--- src/rtl/multicycle_controller_pkg.sv ---
//----------------------------------------------------------------------------
// Module   : multicycle_controller_pkg
// Brief    : Shared encodings for the multicycle RV32I control path and ALU.
// Revision : 1.0
//----------------------------------------------------------------------------
`default_nettype none

package multicycle_controller_pkg;

   typedef enum logic [3:0] {
      S_FETCH    = 4'd0,
      S_DECODE   = 4'd1,
      S_MEMADR   = 4'd2,
      S_MEMREAD  = 4'd3,
      S_MEMWB    = 4'd4,
      S_MEMWRITE = 4'd5,
      S_EXECUTER = 4'd6,
      S_EXECUTEI = 4'd7,
      S_ALUWB    = 4'd8,
      S_BEQ      = 4'd9,
      S_JAL      = 4'd10,
      S_TRAP     = 4'd11
   } state_t;

   localparam logic [6:0] c_OP_LOAD  = 7'b0000011;
   localparam logic [6:0] c_OP_STORE = 7'b0100011;
   localparam logic [6:0] c_OP_RTYPE = 7'b0110011;
   localparam logic [6:0] c_OP_ITYPE = 7'b0010011;
   localparam logic [6:0] c_OP_BEQ   = 7'b1100011;
   localparam logic [6:0] c_OP_JAL   = 7'b1101111;

   localparam logic [2:0] c_ALU_ADD = 3'b000;
   localparam logic [2:0] c_ALU_SUB = 3'b001;
   localparam logic [2:0] c_ALU_AND = 3'b010;
   localparam logic [2:0] c_ALU_OR  = 3'b011;
   localparam logic [2:0] c_ALU_SLT = 3'b101;

   localparam logic [1:0] c_ALUOP_ADD   = 2'b00;
   localparam logic [1:0] c_ALUOP_SUB   = 2'b01;
   localparam logic [1:0] c_ALUOP_FUNCT = 2'b10;

   localparam logic [1:0] c_RES_ALUOUT    = 2'b00;
   localparam logic [1:0] c_RES_DATA      = 2'b01;
   localparam logic [1:0] c_RES_ALURESULT = 2'b10;

   localparam logic [1:0] c_SRCA_PC    = 2'b00;
   localparam logic [1:0] c_SRCA_OLDPC = 2'b01;
   localparam logic [1:0] c_SRCA_RS1   = 2'b10;

   localparam logic [1:0] c_SRCB_RS2  = 2'b00;
   localparam logic [1:0] c_SRCB_IMM  = 2'b01;
   localparam logic [1:0] c_SRCB_FOUR = 2'b10;

   localparam logic [1:0] c_IMM_I = 2'b00;
   localparam logic [1:0] c_IMM_S = 2'b01;
   localparam logic [1:0] c_IMM_B = 2'b10;
   localparam logic [1:0] c_IMM_J = 2'b11;

endpackage

`default_nettype wire

--- src/rtl/multicycle_controller_alu_op_decoder.sv ---
//----------------------------------------------------------------------------
// Module   : alu_op_decoder
// Brief    : Maps ALUOp/funct fields to ALUControl and flags unsupported funct3.
// Revision : 1.0
//----------------------------------------------------------------------------
`default_nettype none

module alu_op_decoder
   import multicycle_controller_pkg::*;
(
   input  logic [1:0] i_aluop,
   input  logic [2:0] i_funct3,
   input  logic       i_funct7b5,
   input  logic       i_op5,
   output logic [2:0] o_alucontrol,
   output logic       o_bad_funct
);

   always_comb begin
      o_alucontrol = c_ALU_ADD;
      o_bad_funct  = 1'b0;
      case (i_aluop)
         c_ALUOP_ADD: o_alucontrol = c_ALU_ADD;
         c_ALUOP_SUB: o_alucontrol = c_ALU_SUB;
         c_ALUOP_FUNCT: begin
            case (i_funct3)
               // I-type has no sub; instr[30] there is immediate data
               3'b000:  o_alucontrol = (i_op5 & i_funct7b5) ? c_ALU_SUB : c_ALU_ADD;
               3'b010:  o_alucontrol = c_ALU_SLT;
               3'b110:  o_alucontrol = c_ALU_OR;
               3'b111:  o_alucontrol = c_ALU_AND;
               default: o_bad_funct  = 1'b1;
            endcase
         end
         default: o_alucontrol = c_ALU_ADD;
      endcase
   end

endmodule

`default_nettype wire

--- src/rtl/multicycle_controller.sv ---
//----------------------------------------------------------------------------
// Module   : multicycle_controller
// Brief    : Main control FSM for the multicycle RV32I datapath with memory stall.
// Revision : 1.0
//----------------------------------------------------------------------------
`default_nettype none

module multicycle_controller
   import multicycle_controller_pkg::*;
#(
   parameter int STATE_W         = 4,
   parameter bit TRAP_ON_ILLEGAL = 1'b1
)(
   input  logic       clk,
   input  logic       reset,
   input  logic [6:0] op,
   input  logic [2:0] funct3,
   input  logic       funct7b5,
   input  logic       Zero,
   input  logic       MemReady,
   output logic       PCWrite,
   output logic       AdrSrc,
   output logic       MemWrite,
   output logic       IRWrite,
   output logic       RegWrite,
   output logic [1:0] ResultSrc,
   output logic [1:0] ALUSrcA,
   output logic [1:0] ALUSrcB,
   output logic [1:0] ImmSrc,
   output logic [2:0] ALUControl,
   output logic       Illegal
);

   logic [STATE_W-1:0] r_state;
   state_t             w_state;
   state_t             w_next;
   state_t             w_fail;
   logic               w_pcupdate;
   logic               w_branch;
   logic               w_irwrite;
   logic               w_regwrite;
   logic               w_memwrite;
   logic               w_illegal;
   logic [1:0]         w_aluop;
   logic               w_bad_funct;

   assign w_state = state_t'(r_state[3:0]);
   assign w_fail  = TRAP_ON_ILLEGAL ? S_TRAP : S_FETCH;

   always_ff @(posedge clk) begin
      if (reset) r_state <= STATE_W'(S_FETCH);
      else       r_state <= STATE_W'(w_next);
   end

   always_comb begin
      w_next     = w_state;
      w_pcupdate = 1'b0;
      w_branch   = 1'b0;
      w_irwrite  = 1'b0;
      w_regwrite = 1'b0;
      w_memwrite = 1'b0;
      w_illegal  = 1'b0;
      w_aluop    = c_ALUOP_ADD;
      AdrSrc     = 1'b0;
      ResultSrc  = c_RES_ALUOUT;
      ALUSrcA    = c_SRCA_PC;
      ALUSrcB    = c_SRCB_RS2;
      case (w_state)
         S_FETCH: begin
            ALUSrcB    = c_SRCB_FOUR;
            ResultSrc  = c_RES_ALURESULT;
            w_irwrite  = MemReady;
            w_pcupdate = MemReady;
            w_next     = MemReady ? S_DECODE : S_FETCH;
         end
         S_DECODE: begin
            ALUSrcA = c_SRCA_OLDPC;
            ALUSrcB = c_SRCB_IMM;
            case (op)
               c_OP_LOAD, c_OP_STORE: w_next = S_MEMADR;
               c_OP_RTYPE:            w_next = S_EXECUTER;
               c_OP_ITYPE:            w_next = S_EXECUTEI;
               c_OP_BEQ:              w_next = S_BEQ;
               c_OP_JAL:              w_next = S_JAL;
               default:               w_next = w_fail;
            endcase
         end
         S_MEMADR: begin
            ALUSrcA = c_SRCA_RS1;
            ALUSrcB = c_SRCB_IMM;
            w_next  = op[5] ? S_MEMWRITE : S_MEMREAD;
         end
         S_MEMREAD: begin
            AdrSrc = 1'b1;
            w_next = MemReady ? S_MEMWB : S_MEMREAD;
         end
         S_MEMWB: begin
            ResultSrc  = c_RES_DATA;
            w_regwrite = 1'b1;
            w_next     = S_FETCH;
         end
         S_MEMWRITE: begin
            AdrSrc     = 1'b1;
            w_memwrite = 1'b1;
            w_next     = MemReady ? S_FETCH : S_MEMWRITE;
         end
         S_EXECUTER: begin
            ALUSrcA = c_SRCA_RS1;
            w_aluop = c_ALUOP_FUNCT;
            w_next  = w_bad_funct ? w_fail : S_ALUWB;
         end
         S_EXECUTEI: begin
            ALUSrcA = c_SRCA_RS1;
            ALUSrcB = c_SRCB_IMM;
            w_aluop = c_ALUOP_FUNCT;
            w_next  = w_bad_funct ? w_fail : S_ALUWB;
         end
         S_ALUWB: begin
            w_regwrite = 1'b1;
            w_next     = S_FETCH;
         end
         S_BEQ: begin
            ALUSrcA  = c_SRCA_RS1;
            w_aluop  = c_ALUOP_SUB;
            w_branch = 1'b1;
            w_next   = S_FETCH;
         end
         S_JAL: begin
            ALUSrcA    = c_SRCA_OLDPC;
            ALUSrcB    = c_SRCB_FOUR;
            w_pcupdate = 1'b1;
            w_next     = S_ALUWB;
         end
         S_TRAP: begin
            w_illegal = 1'b1;
            w_next    = S_TRAP;
         end
         default: w_next = S_FETCH;
      endcase
   end

   alu_op_decoder u_alu_op_decoder (
      .i_aluop      (w_aluop),
      .i_funct3     (funct3),
      .i_funct7b5   (funct7b5),
      .i_op5        (op[5]),
      .o_alucontrol (ALUControl),
      .o_bad_funct  (w_bad_funct)
   );

   always_comb begin
      ImmSrc = c_IMM_I;
      case (op)
         c_OP_STORE: ImmSrc = c_IMM_S;
         c_OP_BEQ:   ImmSrc = c_IMM_B;
         c_OP_JAL:   ImmSrc = c_IMM_J;
         default:    ImmSrc = c_IMM_I;
      endcase
   end

   // Reset gates every write strobe so an abandoned instruction cannot commit
   assign PCWrite  = ~reset & ((w_branch & Zero) | w_pcupdate);
   assign IRWrite  = ~reset & w_irwrite;
   assign RegWrite = ~reset & w_regwrite;
   assign MemWrite = ~reset & w_memwrite;
   assign Illegal  = ~reset & w_illegal;

endmodule

`default_nettype wire
--- config.mk ---
export PLATFORM = sky130hd
export DESIGN_NAME = multicycle_controller
export DESIGN_NICKNAME = d
export VERILOG_FILES = /design/src/rtl/multicycle_controller_pkg.sv /design/src/rtl/multicycle_controller_alu_op_decoder.sv /design/src/rtl/multicycle_controller.sv
export SDC_FILE = /design/constraint.sdc
export NUM_CORES = 1
export LEC_CHECK = 0
export CELL_PAD_IN_SITES_DETAIL_PLACEMENT = 2
export CELL_PAD_IN_SITES_GLOBAL_PLACEMENT = 2
export CORE_MARGIN = 1.5
export CORE_UTILIZATION = 22
export CTS_CLUSTER_SIZE = 12
export DETAILED_ROUTE_END_ITERATION = 12
export PLACE_DENSITY_LB_ADDON = 0.1
export SETUP_SLACK_MARGIN = 0.4
export SLEW_MARGIN = 25
export SYNTH_ARGS = -nofsm -noshare
export SYNTH_HDL_FRONTEND = slang
export SYNTH_HIERARCHICAL = 1
export SYNTH_SLANG_ARGS = --single-unit
--- constraint.sdc ---
create_clock -name clk -period 4.37 [get_ports clk]
set_clock_uncertainty 0.05 [all_clocks]
set_input_delay 0.437 -clock clk [delete_from_list [all_inputs] [get_ports clk]]
set_output_delay 0.437 -clock clk [all_outputs]
set_load 0.01 [all_outputs]
==> impl_summary.md <==
Run status
The flow ran to the end, but the final reports show violations. The checks that failed: design-rule violations.

Global route
Entering global routing, the biggest net connects 19 pins. The number of antenna violations at the first check in global routing is 0. The via count of the first global-routing pass is 849. The wire length of the first global-routing pass is 4015 um. The total routing usage reported by global routing is 0.1525. Global routing finished with a remaining overflow of 0.

Route
The per-cell routed wire length is 15.04 um. In the routed design, unresolved DRC markers number 2. The via count of the routed design is 808. The number of vias per cell is 5.146. After the first detailed-routing iteration, the DRC count stood at 11.

The number of nets still failing antenna checks after routing is 0. The count of TritonRoute iterations in the first routing pass is 8. The final routed wirelength across all metal layers is 2362 um.

Floorplanning
Row generation in the floorplan step produced 19 rows. The count of boundary I/O pins is 32. The core region is 2829 um2.

The die is 58.11 um wide. The total die area is 3377 um2. For this configuration, the core starts out at a cell density of 0.2362.

The die is 58.11 um tall.

Placed design
The HPWL after detailed placement is 1887 um. The congestion estimate from routability-driven global placement came to 0.7397. The placed cell count is 154. Buffers placed on the I/O ports in this run total 31.

Worst setup path
The critical path's most frequent cell is sky130_fd_sc_hd__nand2b_1. The data arrival time of the critical path is 2.58 ns. The worst setup path is launched from a register. The largest individual stage delay along the critical path comes from the cell sky130_fd_sc_hd__dfxtp_1.

Setup slack on the worst reg-to-reg path comes out at 1.90 ns. The number of cells on the worst reg-to-reg path is 9. The signal on the critical path passes through nand2b_1 -> nor2_1 -> ha_1 -> nand2b_1 -> a221oi_2 -> clkdlybuf4s50_1. The kind of critical path is reg -> out. The largest incremental delay on the critical path is 0.71 ns.

The worst setup path is captured at a primary output. The endpoint of the lowest-slack register-to-register path is r_state[0]$_SDFF_PP0_. The required time at the endpoint of the critical path is 3.88 ns. In this run the critical register-to-register path is launched from r_state[2]$_SDFF_PP0_. In this run the worst path has a maximum fanout of 16.

Pwr
The worst-case IR drop observed on VDD is 0.3530 mV. The total leakage power is 0.0003400 uW. The ratio of total power to cell area is 480.0 nW/um2. The net switching fraction of the power is 0.4703. Power comes to 487.0 uW.

The clock group share of total power is 0.097. The combinational cell fraction of total power is 0.677. Of the total power, registers draw 0.226. The total net switching power is 229.1 uW. The internal portion of the total power is 258.0 uW.

Cells and area
Relative to the synthesized area, the layout overhead comes to 51.87%. Ranked by flip-flop count, first place goes to r_state. The largest registers in the layout are r_state: 4 flops.

The number of flip-flops in the largest register is 4. The total number of nets in the final design is 145. The layout filler cell count is 328.

Of the cells placed in the final design, the portion with a size suffix greater than 1 is 0.07937. The finished layout holds 157 standard cells, fillers aside. The count of inserted antenna diode cells is 0. Measured on the finished design, the core utilization comes to 0.3587.

CTS
The buffer count from post-CTS setup fixing is 0. Clock tree synthesis found a total of 4 sinks. The root buffer cell is sky130_fd_sc_hd__clkbuf_4. The clock passes through at most 2 buffers. The clock latency reported for the late side of the worst-skew pair is 0.24 ns.

The number of gates resized after CTS was 0. The CTS tree is yes. For this design, the CTS-stage hold fixing added 0 buffers.

The count of H-tree levels built during CTS is 1. After clock tree synthesis, the clock-pin slew on the worst setup and hold paths is 0.04 ns. The clock buffer count from CTS is 3.

Synth
The top-area cell type share of the netlist area is 0.1199. The library cell with the highest instance count after synthesis is sky130_fd_sc_hd__nor2_1. The netlist uses 37 different library cells.

The share of the Yosys chip area taken by registers is 0.1199. After synthesis, the share of flip-flops with an asynchronous set or reset is 0. In this run, synthesis inferred 0 flip-flops with an integrated enable.

The library cell occupying the most area in the post-synthesis netlist is sky130_fd_sc_hd__dfxtp_1. The number of synthesized register bits is 4. In the post-synthesis netlist, the biggest area contributors are sky130_fd_sc_hd__dfxtp_1 (12%), sky130_fd_sc_hd__nor3_1 (6.7%), sky130_fd_sc_hd__nand2b_1 (6.6%), sky130_fd_sc_hd__nor2_1 (6.2%), sky130_fd_sc_hd__a21oi_1 (6.0%). For this run, the leading register cell type out of synthesis is sky130_fd_sc_hd__dfxtp_1.

After technology mapping, the gate count stands at 97. The number of warning messages in the yosys log is 6. The post-synthesis net count is 114. After synthesis the cells add up to 668.1 um2. Ranked by instance count, the synthesized netlist is headed by sky130_fd_sc_hd__nor2_1 (11), sky130_fd_sc_hd__nor3_1 (9), sky130_fd_sc_hd__a21oi_1 (8), sky130_fd_sc_hd__nand2_1 (8), sky130_fd_sc_hd__nand2b_1 (7). The synthesized area per cell is 6.888 um2.

STA
The achievable frequency is 325.7 MHz. Measured against its own limit, the worst slew margin works out to 0.5779. Setup repair after global routing left no endpoint under its margin.

The max-slew violation total from the final report is 0. At the pin with the least slew margin, the transition time is 0.6323 ns. Setup violations remaining at the end of the flow were counted as 0. The total negative slack is 0 ns.

The final-report hold violation count came to 0. The final clock period utilization by the worst path is 0.7027. The shortest period the worst path allows is 3.071 ns.

Min path
The path with the worst hold slack has its endpoint at r_state[3]$_SDFF_PP0_. The start point of the worst min-delay path is r_state[1]$_SDFF_PP0_. The number of stages on the worst hold path is 2.

The class of the tightest hold or removal check is reg -> reg.

Run
Across the run, the number of max-cap violations was 0.
## area by class of cell
class,count,area [um2],share of cell area
tap,31,38.79,0.03822
sequential,4,80.08,0.07892
timing repair buffer,31,310.3,0.3058
multi-input combinational,82,540.5,0.5327
clock buffer,3,22.52,0.02219
inverter,6,22.52,0.02219
## power by group through the flow
stage          logic (uW)  clock network (uW)  registers (uW)
2_1_floorplan         230                   0            64.1
5_1_grt               363                49.6             118
6_report              330                47.4             110
4_1_cts               336                46.9             111
3_5_place_dp          336                   0             111
3_3_place_gp          329                   0             110
## worst max-delay path by stage
stage / from / end / slack [ns] / cells after the start
after CTS: r_state[2]$_SDFF_PP0_ / ALUControl[0] / 1.29 / 6
final: r_state[2]$_SDFF_PP0_ / ALUControl[0] / 1.30 / 6
after global placement: r_state[1]$_SDFF_PP0_ / ALUControl[0] / 1.61 / 7
after global routing: r_state[2]$_SDFF_PP0_ / ALUControl[0] / 1.11 / 6
after detailed placement: r_state[2]$_SDFF_PP0_ / ALUControl[0] / 1.54 / 6
after floorplan: r_state[3]$_SDFF_PP0_ / ALUControl[2] / 2.40 / 6
## per-stage QoR
stage               area, um2  hold WS [ns]  setup slack [ns]
floorplan               668.1        0.5541             2.405
global placement        992.2        0.7423             1.611
detailed placement      992.2        0.7211             1.538
CTS                      1015        0.7215             1.292
global route             1015        0.7747             1.109
finish                   1015        0.7057             1.299
## critical path: cells and delay by family, from the launching register on
family / cells / cell delay, ns
and+or+nand+nor: 3 / 0.57
adders and majority gates: 1 / 0.24
buffers and inverters: 1 / 0.57
DFF: 1 / 0.71
AOI/OAI and AO/OA: 1 / 0.26
## cell usage in the layout (no fill, tap or decap), types with 2 or more instances in the layout
master                             n
sky130_fd_sc_hd__o22ai_1           3
sky130_fd_sc_hd__nand2_1           8
sky130_fd_sc_hd__or2_1             2
sky130_fd_sc_hd__nand3b_1          2
sky130_fd_sc_hd__nor3b_1           2
sky130_fd_sc_hd__and3_1            2
sky130_fd_sc_hd__nor3_1            9
sky130_fd_sc_hd__or2b_1            2
sky130_fd_sc_hd__clkbuf_4          3
sky130_fd_sc_hd__dfxtp_1           4
sky130_fd_sc_hd__nor4_1            2
sky130_fd_sc_hd__clkdlybuf4s50_1  31
sky130_fd_sc_hd__nand2b_1          7
sky130_fd_sc_hd__nand3_1           2
sky130_fd_sc_hd__xor2_1            2
sky130_fd_sc_hd__mux2i_1           2
sky130_fd_sc_hd__ha_1              2
sky130_fd_sc_hd__nor2_1           11
sky130_fd_sc_hd__inv_1             5
sky130_fd_sc_hd__a21oi_1           8
## layer usage
layer | up-vias | GRT usage | share of wire
met5 | - | 0 | 0
met4 | 0 | 0.01993 | 0
met3 | 0 | 0.03125 | 0.041
met2 | 17 | 0.2679 | 0.51
met1 | 390 | 0.1968 | 0.45
li1 | 401 | - | -
## cells by family (layout without fill, tap and decap cells)
| logic type | after synthesis | count (layout) | share of synthesized area |
|---|---|---|---|
| XOR/XNOR | 3 | 3 | 0.03933 |
| flip-flops | 4 | 4 | 0.1199 |
| AO/OA/AOI/OAI | 18 | 18 | 0.1929 |
| adder cells (fa/ha/maj) | 2 | 2 | 0.03745 |
| multiplexers | 2 | 2 | 0.02996 |
| AND/OR/NAND/NOR | 57 | 57 | 0.5094 |
| buffers and inverters | 11 | 40 | 0.07115 |
(Power assumes the default switching activity.)
